[src/rtl/btn_debounce_pkg.sv]
`default_nettype none
// ============================================================================
// Module   : btn_debounce_pkg
// Purpose  : Shared states and default timing for the push-button debouncer.
// Revision : 1.0 - initial release
// ============================================================================
package btn_debounce_pkg;

    typedef enum logic [1:0] {
        IDLE         = 2'd0,
        CONF_PRESS   = 2'd1,
        HELD         = 2'd2,
        CONF_RELEASE = 2'd3
    } state_e;

    // 10 ms window, 500 ms first repeat, 200 ms repeat period at 100 MHz
    localparam int unsigned C_CNT_MAX_DEFAULT    = 1000000;
    localparam int unsigned C_REP_DELAY_DEFAULT  = 50000000;
    localparam int unsigned C_REP_PERIOD_DEFAULT = 20000000;

    localparam int unsigned BTN_A = 0;
    localparam int unsigned BTN_B = 1;
    localparam int unsigned BTN_O = 2;

    function automatic int unsigned max_u(input int unsigned a, input int unsigned b);
        return (a > b) ? a : b;
    endfunction

endpackage
`default_nettype wire

[src/rtl/btn_debounce_ch.sv]
`default_nettype none
// ============================================================================
// Module   : btn_debounce_ch
// Purpose  : One button channel: 2-flop synchroniser, debounce FSM, press strobe.
//            Auto-repeat is built only when BTN_DEBOUNCE_REPEAT_EN is defined.
// Revision : 1.0 - initial release
// ============================================================================
module btn_debounce_ch
    import btn_debounce_pkg::*;
#(
    parameter int unsigned CNT_MAX    = C_CNT_MAX_DEFAULT,
    parameter int unsigned CNT_W      = $clog2(CNT_MAX)
`ifdef BTN_DEBOUNCE_REPEAT_EN
    ,
    parameter int unsigned REP_DELAY  = C_REP_DELAY_DEFAULT,
    parameter int unsigned REP_PERIOD = C_REP_PERIOD_DEFAULT
`endif
) (
    input  logic i_clk,
    input  logic i_reset,
    input  logic btn_raw_i,
    output logic pulse_o,
    output logic level_o
);

    localparam logic [CNT_W-1:0] CNT_LAST = CNT_W'(CNT_MAX - 1);

    logic [1:0]       sync_q;
    logic             btn_s;
    state_e           state_q, state_d;
    logic [CNT_W-1:0] cnt_q, cnt_d;
    logic             pulse_q, pulse_d;
    logic             level_q, level_d;

`ifdef BTN_DEBOUNCE_REPEAT_EN
    localparam int unsigned REP_W = $clog2(max_u(REP_DELAY, REP_PERIOD) + 1);
    localparam logic [REP_W-1:0] REP_DELAY_LAST  = REP_W'(REP_DELAY - 1);
    localparam logic [REP_W-1:0] REP_PERIOD_LAST = REP_W'(REP_PERIOD - 1);

    logic [REP_W-1:0] rep_cnt_q, rep_cnt_d;
    logic             rep_first_q, rep_first_d;

    always_ff @(posedge i_clk) begin
        if (i_reset) begin
            rep_cnt_q   <= '0;
            rep_first_q <= 1'b0;
        end else begin
            rep_cnt_q   <= rep_cnt_d;
            rep_first_q <= rep_first_d;
        end
    end
`endif

    assign btn_s = sync_q[1];

    always_ff @(posedge i_clk) begin
        if (i_reset) begin
            sync_q  <= '0;
            state_q <= IDLE;
            cnt_q   <= '0;
            pulse_q <= 1'b0;
            level_q <= 1'b0;
        end else begin
            sync_q  <= {sync_q[0], btn_raw_i};
            state_q <= state_d;
            cnt_q   <= cnt_d;
            pulse_q <= pulse_d;
            level_q <= level_d;
        end
    end

    always_comb begin
        state_d = state_q;
        cnt_d   = cnt_q;
        pulse_d = 1'b0;
`ifdef BTN_DEBOUNCE_REPEAT_EN
        rep_cnt_d   = rep_cnt_q;
        rep_first_d = rep_first_q;
`endif
        case (state_q)
            IDLE: begin
                if (btn_s) begin
                    state_d = CONF_PRESS;
                    cnt_d   = '0;
                end
            end
            CONF_PRESS: begin
                if (!btn_s) begin
                    state_d = IDLE;
                end else if (cnt_q == CNT_LAST) begin
                    state_d = HELD;
                    pulse_d = 1'b1;
`ifdef BTN_DEBOUNCE_REPEAT_EN
                    rep_cnt_d   = '0;
                    rep_first_d = 1'b1;
`endif
                end else begin
                    cnt_d = cnt_q + CNT_W'(1);
                end
            end
            HELD: begin
                if (!btn_s) begin
                    state_d = CONF_RELEASE;
                    cnt_d   = '0;
                end
`ifdef BTN_DEBOUNCE_REPEAT_EN
                // First repeat waits REP_DELAY, later ones REP_PERIOD
                else if (rep_first_q ? (rep_cnt_q == REP_DELAY_LAST)
                                     : (rep_cnt_q == REP_PERIOD_LAST)) begin
                    pulse_d     = 1'b1;
                    rep_cnt_d   = '0;
                    rep_first_d = 1'b0;
                end else begin
                    rep_cnt_d = rep_cnt_q + REP_W'(1);
                end
`endif
            end
            CONF_RELEASE: begin
                if (btn_s) begin
                    state_d = HELD;
                end else if (cnt_q == CNT_LAST) begin
                    state_d = IDLE;
`ifdef BTN_DEBOUNCE_REPEAT_EN
                    rep_cnt_d   = '0;
                    rep_first_d = 1'b0;
`endif
                end else begin
                    cnt_d = cnt_q + CNT_W'(1);
                end
            end
            default: state_d = IDLE;
        endcase
        level_d = (state_d == HELD) || (state_d == CONF_RELEASE);
    end

    assign pulse_o = pulse_q;
    assign level_o = level_q;

endmodule
`default_nettype wire

[src/rtl/btn_debounce_pulse.sv]
`default_nettype none
// ============================================================================
// Module   : btn_debounce_pulse
// Purpose  : N_BTN independent debounce channels producing one load strobe per
//            confirmed press. Define BTN_DEBOUNCE_REPEAT_EN for auto-repeat.
// Revision : 1.0 - initial release
// ============================================================================
module btn_debounce_pulse
    import btn_debounce_pkg::*;
#(
    parameter int unsigned N_BTN      = 3,
    parameter int unsigned CNT_MAX    = C_CNT_MAX_DEFAULT,
    parameter int unsigned CNT_W      = $clog2(CNT_MAX),
    parameter int unsigned REP_DELAY  = C_REP_DELAY_DEFAULT,
    parameter int unsigned REP_PERIOD = C_REP_PERIOD_DEFAULT
) (
    input  logic             i_clk,
    input  logic             i_reset,
    input  logic [N_BTN-1:0] i_btn_raw,
    output logic [N_BTN-1:0] o_pulse,
    output logic [N_BTN-1:0] o_level
);

    if (CNT_MAX < 2) begin : g_bad_cnt_max
        $error("btn_debounce_pulse: CNT_MAX must be at least 2");
    end

    if (REP_DELAY < 1 || REP_PERIOD < 1) begin : g_bad_rep
        $error("btn_debounce_pulse: REP_DELAY and REP_PERIOD must be at least 1");
    end

    for (genvar g = 0; g < N_BTN; g++) begin : g_ch
        btn_debounce_ch #(
            .CNT_MAX    (CNT_MAX),
            .CNT_W      (CNT_W)
`ifdef BTN_DEBOUNCE_REPEAT_EN
            ,
            .REP_DELAY  (REP_DELAY),
            .REP_PERIOD (REP_PERIOD)
`endif
        ) u_ch (
            .i_clk      (i_clk),
            .i_reset    (i_reset),
            .btn_raw_i  (i_btn_raw[g]),
            .pulse_o    (o_pulse[g]),
            .level_o    (o_level[g])
        );
    end

endmodule
`default_nettype wire

[config.mk]
export PLATFORM = sky130hd
export DESIGN_NAME = btn_debounce_pulse
export DESIGN_NICKNAME = d
export VERILOG_FILES = /design/src/rtl/btn_debounce_pkg.sv /design/src/rtl/btn_debounce_ch.sv /design/src/rtl/btn_debounce_pulse.sv
export SDC_FILE = /design/constraint.sdc
export NUM_CORES = 1
export LEC_CHECK = 0
export BUFFER_PORTS_ARGS = -buffer_cell sky130_fd_sc_hd__buf_2
export CAP_MARGIN = 5
export CORE_MARGIN = 3
export CORE_UTILIZATION = 45
export DETAILED_ROUTE_END_ITERATION = 12
export SLEW_MARGIN = 20
export SYNTH_ARGS = -nofsm -noshare
export SYNTH_HDL_FRONTEND = slang
export SYNTH_HIERARCHICAL = 1
export SYNTH_SLANG_ARGS = --single-unit
[constraint.sdc]
create_clock -name i_clk -period 2.4 [get_ports i_clk]
set_clock_uncertainty 0.05 [all_clocks]
set_input_delay 0.36 -clock i_clk [delete_from_list [all_inputs] [get_ports i_clk]]
set_output_delay 0.36 -clock i_clk [all_outputs]
set_load 0.005 [all_outputs]
[Word-level counts from Yosys, hierarchy flattened]
Cells that the tools add are included.
Storage, ports and cells
  bits in registers: 78
  input port bits: 5
  output and inout port bits: 6
  word-level logic and storage cells: 108
Operators by class
  add/subtract/negate cells: 3
  equal/unequal tests: 30
  mux-type cells: 42
  bitwise logic cells: 6
  reductions and logical operators: 12
Operators with widths (number)
  20-bit two-way mux: 15
  20-bit one-hot mux with 4 select lines: 3
  20-bit by 1-bit adder with 20-bit output (second input constant): 3
  20-bit == test (second input constant): 3
  2-bit two-way mux: 18
  2-bit == test (second input constant): 12
  2-bit one-hot mux with 4 select lines: 3
  2-bit by 1-bit != test with 1-bit output (second input constant): 6
  2-bit != test (second input constant): 6
  4-bit AND reduction: 3
  3-bit OR reduction: 3
  2-bit by 1-bit == test with 1-bit output (second input constant): 3
  2-bit logical NOT: 3
  1-bit inverter: 6
  1-bit logical OR: 3
  1-bit two-way mux: 3

[Longest topological paths before layout]
  word-level depth: 6
  gate-level depth with buffers: 8
  gate-level depth less buffers: 6

[Modules after synthesis]
Netlist, hierarchy kept.
Modules (own cells, without submodules)
  btn_debounce_ch: times used 3, cells each 155, area an instance 1372.6 um2, seq. area each 500.5 um2

[Least setup slack after synthesis]
Ideal clock, no wire load.
  kind: register to register
  start: register g_ch[0].u_ch.cnt_q[0]
  end: register g_ch[0].u_ch.cnt_q[7]
  library setup time: 0.132 ns
  data arrival time: 1.743 ns
  data required time: 2.218 ns
  setup slack: 0.475 ns
  cell stages (with the launch flop): 9
  path buffers: 2
  period minus slack after synthesis: 1.925 ns
  cell sequence: dfxtp_1 > ha_1 > nand3_2 > or3_1 > buf_6 > o211ai_4 > buf_4 > or3_1 > a21oi_1
Between the ends
  longest elaborated chain between the ends: 4
  elaborated cells on any way between the ends: 6
  classes of those cells: add/sub: 1; eq/ne: 1; mux: 4
RTL lines
  from (decl): line btn_debounce_ch.sv:31  | logic [CNT_W-1:0] cnt_q, cnt_d;
  from (signal assigned): line btn_debounce_ch.sv:66  | cnt_q <= cnt_d;
  20-bit by 1-bit adder with 20-bit output or 20-bit == test (tied branches)
  20-bit two-way mux *: line btn_debounce_ch.sv:90, btn_debounce_ch.sv:121
  20-bit two-way mux (on tied branches): line btn_debounce_ch.sv:119, btn_debounce_ch.sv:88
  20-bit one-hot mux with 4 select lines *: line btn_debounce_ch.sv:80  | case (state_q)
Every way passes the cells marked *; elsewhere a longest branch is shown, timed or not. The select of a mux whose other input is x is not followed.
A chain may end at the register's enable or synchronous reset.

[Worst setup path in the final report]
  start: register g_ch[1].u_ch.cnt_q[0]
  end: register g_ch[1].u_ch.cnt_q[3]
Between the ends
  longest elaborated chain between the ends: 4
  elaborated cells on any way between the ends: 6
  classes of those cells: add/sub: 1; eq/ne: 1; mux: 4
RTL lines (line)
  from (decl): btn_debounce_ch.sv:31
  from (signal assigned): btn_debounce_ch.sv:66
  20-bit by 1-bit adder with 20-bit output or 20-bit == test (tied branches)
  20-bit two-way mux *: btn_debounce_ch.sv:90, btn_debounce_ch.sv:121
  20-bit two-way mux (on tied branches): btn_debounce_ch.sv:119, btn_debounce_ch.sv:88
  20-bit one-hot mux with 4 select lines *: btn_debounce_ch.sv:80
Marked as above.

==> run_results.csv <==
group,metric,value,unit
cells_and_area,fin_nets,485,
clock_network,cts_buffer_depth,2,
place,gp_congestion,0.807,
clock_network,cts_buffers,9,
setup_path,cp.required,2.58,ns
floorplanning,row_count,34,
setup_path,r2r_slack,0.20,ns
detailed_routing,dr_total_vias,3412,
global_routing,grt_usage,17.5,%
clock_network,cts_hold_buffers,0,
floorplanning,pin_count,11,
yosys,seq_area_frac_synth,36.5,%
sta,clock.fmax,455,MHz
clock_network,cts_tree,"built",
place,detailed_place_hpwl,5640,um
sta,fin_setup_tns,0,ns
cells_and_area,area_growth,9.02,%
setup_path,cp-start-kind,"flop",
status,outcome,"finished, final reports clean",
yosys,async_flop_share,0,%
cells_and_area,final_area,4490,sq um
yosys,synth_fp_nets,473,
yosys,synth_area_leaders,"dfxtp_1, a21oi_1, or4_1",
detailed_routing,initialDrtViolationCount,140,
clock_network,cts_setup_buffers,0,
global_routing,overflow,0,
detailed_routing,ant_nets,0,
setup_path,worst_setup_path_end_kind,"flop",
yosys,synth_ff_type,"dfxtp_1",
cells_and_area,antenna_cells,0,
setup_path,critPathMaxFanout,15,
detailed_routing,wl_per_cell,14.4,um
clock_network,clk_pin_slew,0.09,ns
yosys,synth-edff-count,0,
sta,setup_violations,0,
yosys,netlist_instances,465,
place,port_buffers,10,
yosys,ys_ff_latch,75,
sta,max-slew-margin-rel,70.0,%
global_routing,grt_pass1_wl,14900,um
place,dp_slack,0.235,ns
floorplanning,fp.coreArea,8810,sq um
clock_network,root_buffer,"clkbuf_8",
sta,grt_setup_unrepaired,"no",
detailed_routing,drt-total-wl,8520,um
power_and_ir_drop,p_leak,1.58,nW
setup_path,arrival,2.38,ns
sta,fin_ws,0.202,ns
sta,min_period,2.20,ns
detailed_routing,drc,0,
yosys,synthesis.area,4120,sq um
sta,finalCritPeriodShare,91.6,%
yosys,syn_avg_cell_area,8.86,sq um
power_and_ir_drop,power.density,521,nW/um^2
detailed_routing,first_pass_iters,4,
clock_network,ctsHtreeMaxLevel,3,
global_routing,first_global_vias,3179,
floorplanning,initial_core_util,46.8,%
power_and_ir_drop,power,2.34,mW
yosys,yosys_warnings,6,
yosys,synthDistinctLibCells,41,
sta,final_hold_viol_count,0,
setup_path,critPathKind,"reg2reg",
yosys,yosysTopAreaCellShare,36.5,%
power_and_ir_drop,ir_worst_vdd,0.310,mV
detailed_routing,via_per_inst,5.78,
yosys,yosysTopAreaCell,"dfxtp_1",
sta,worst_pin_slew,0.447,ns
clock_network,cts.sinks,75,
floorplanning,die_h,102,um
clock_network,clk_latency,0.34,ns
clock_network,cts.repair.resized,0,
floorplanning,die_w,102,um
cells_and_area,drive_gt1_share,15.6,%
worst_hold_path,min_path_type,"in2reg",
sta,maxSlewViolCount,0,
global_routing,antenna_found_initial,0,
place,post_dp_cell_area,4300,sq um
flow_run,maxCapViolCount,0,
global_routing,grt_max_degree,57,
floorplanning,die-area,10300,sq um
## cell usage after synthesis (12+ instances only)
cell and n:
a21oi_1 54, clkbuf_1 12, dfxtp_1 75, inv_1 15, nand2_1 27, nand2b_1 15, nand3_1 15, nand4_1 18
nor2_1 12, nor2b_1 12, o21ai_0 18, o21ai_1 21, or3_1 21, or4_1 24
## worst paths after layout
kind                                           start                                 end  depth (start not counted)
hold reg to reg    g_ch[2].u_ch/sync_q[0]$_SDFF_PP0_   g_ch[2].u_ch/sync_q[1]$_SDFF_PP0_                          1
setup reg to reg  g_ch[1].u_ch/cnt_q[0]$_SDFFE_PP0P_  g_ch[1].u_ch/cnt_q[3]$_SDFFE_PP0P_                          6
hold / removal                          i_btn_raw[1]   g_ch[1].u_ch/sync_q[0]$_SDFF_PP0_                          2
setup / recovery  g_ch[1].u_ch/cnt_q[0]$_SDFFE_PP0P_  g_ch[1].u_ch/cnt_q[3]$_SDFFE_PP0P_                          6
## power by group
part | internal [mW] | total (mW) | switching (mW)
clock | 0.487 | 0.978 | 0.490
sequential | 1.25 | 1.25 | 0.00379
combinational | 0.0403 | 0.107 | 0.0664
## sequential cells by signal, summed over array words and instances, names as in the netlist
name               cells
g_ch.u_ch/cnt_q       60
g_ch.u_ch/pulse_o      3
g_ch.u_ch/state_q      6
g_ch.u_ch/sync_q       6
## placed cells by master, fill, tap and decap left out, types with 15 or more instances in the layout
cell type,n
or4_1,24
dfxtp_1,75
nand3_1,15
inv_1,15
a21oi_1,54
or3_1,21
nand2b_1,15
o21ai_1,21
nand2_1,27
o21ai_0,18
nand4_1,18
## final cells by class
class,count,area [sq um]
clock inverters,5,62.6
well taps,108,135
repair buffers,25,200
multi-input cells,351,2400
clock buffers,11,131
inverters,15,56.3
fillers,850,4320
flip-flops and latches,75,1500
## kinds of logic (layout without fill, tap and decap cells)
group,count (synthesis),in the layout,share of synthesized area (%)
compound gates,126,126,19.3
xor+xnor,9,9,2.46
fa+ha+maj,3,3,0.912
buf+inv,39,56,5.20
flops,75,75,36.5
simple gates,213,213,35.6
## metrics by stage
step / util (%) / hold slack, ns / instances
floorplan: - / 0.364 / 465
global placement: 48.8 / 0.365 / 574
detailed placement: 48.8 / 0.372 / 574
CTS: 51.0 / 0.152 / 590
global route: 51.0 / 0.158 / 590
finish: 51.0 / 0.167 / 590
## metal layers
layer	global-route usage [%]	part of all wire, %	vias up
met4	6.13	1.2	0
met1	24.5	50	1601
met5	0	0	-
met3	2.27	2.2	8
met2	27.7	46	32
li1	-	-	1771
## worst max-delay path: stages (launching register included)
cell      delay, ns
dfxtp_1        0.44
ha_1           0.23
nand3_2        0.17
or3_1          0.52
o211ai_4       0.44
or4_1          0.18
o21ai_1        0.06
(Power assumes the default switching activity.)
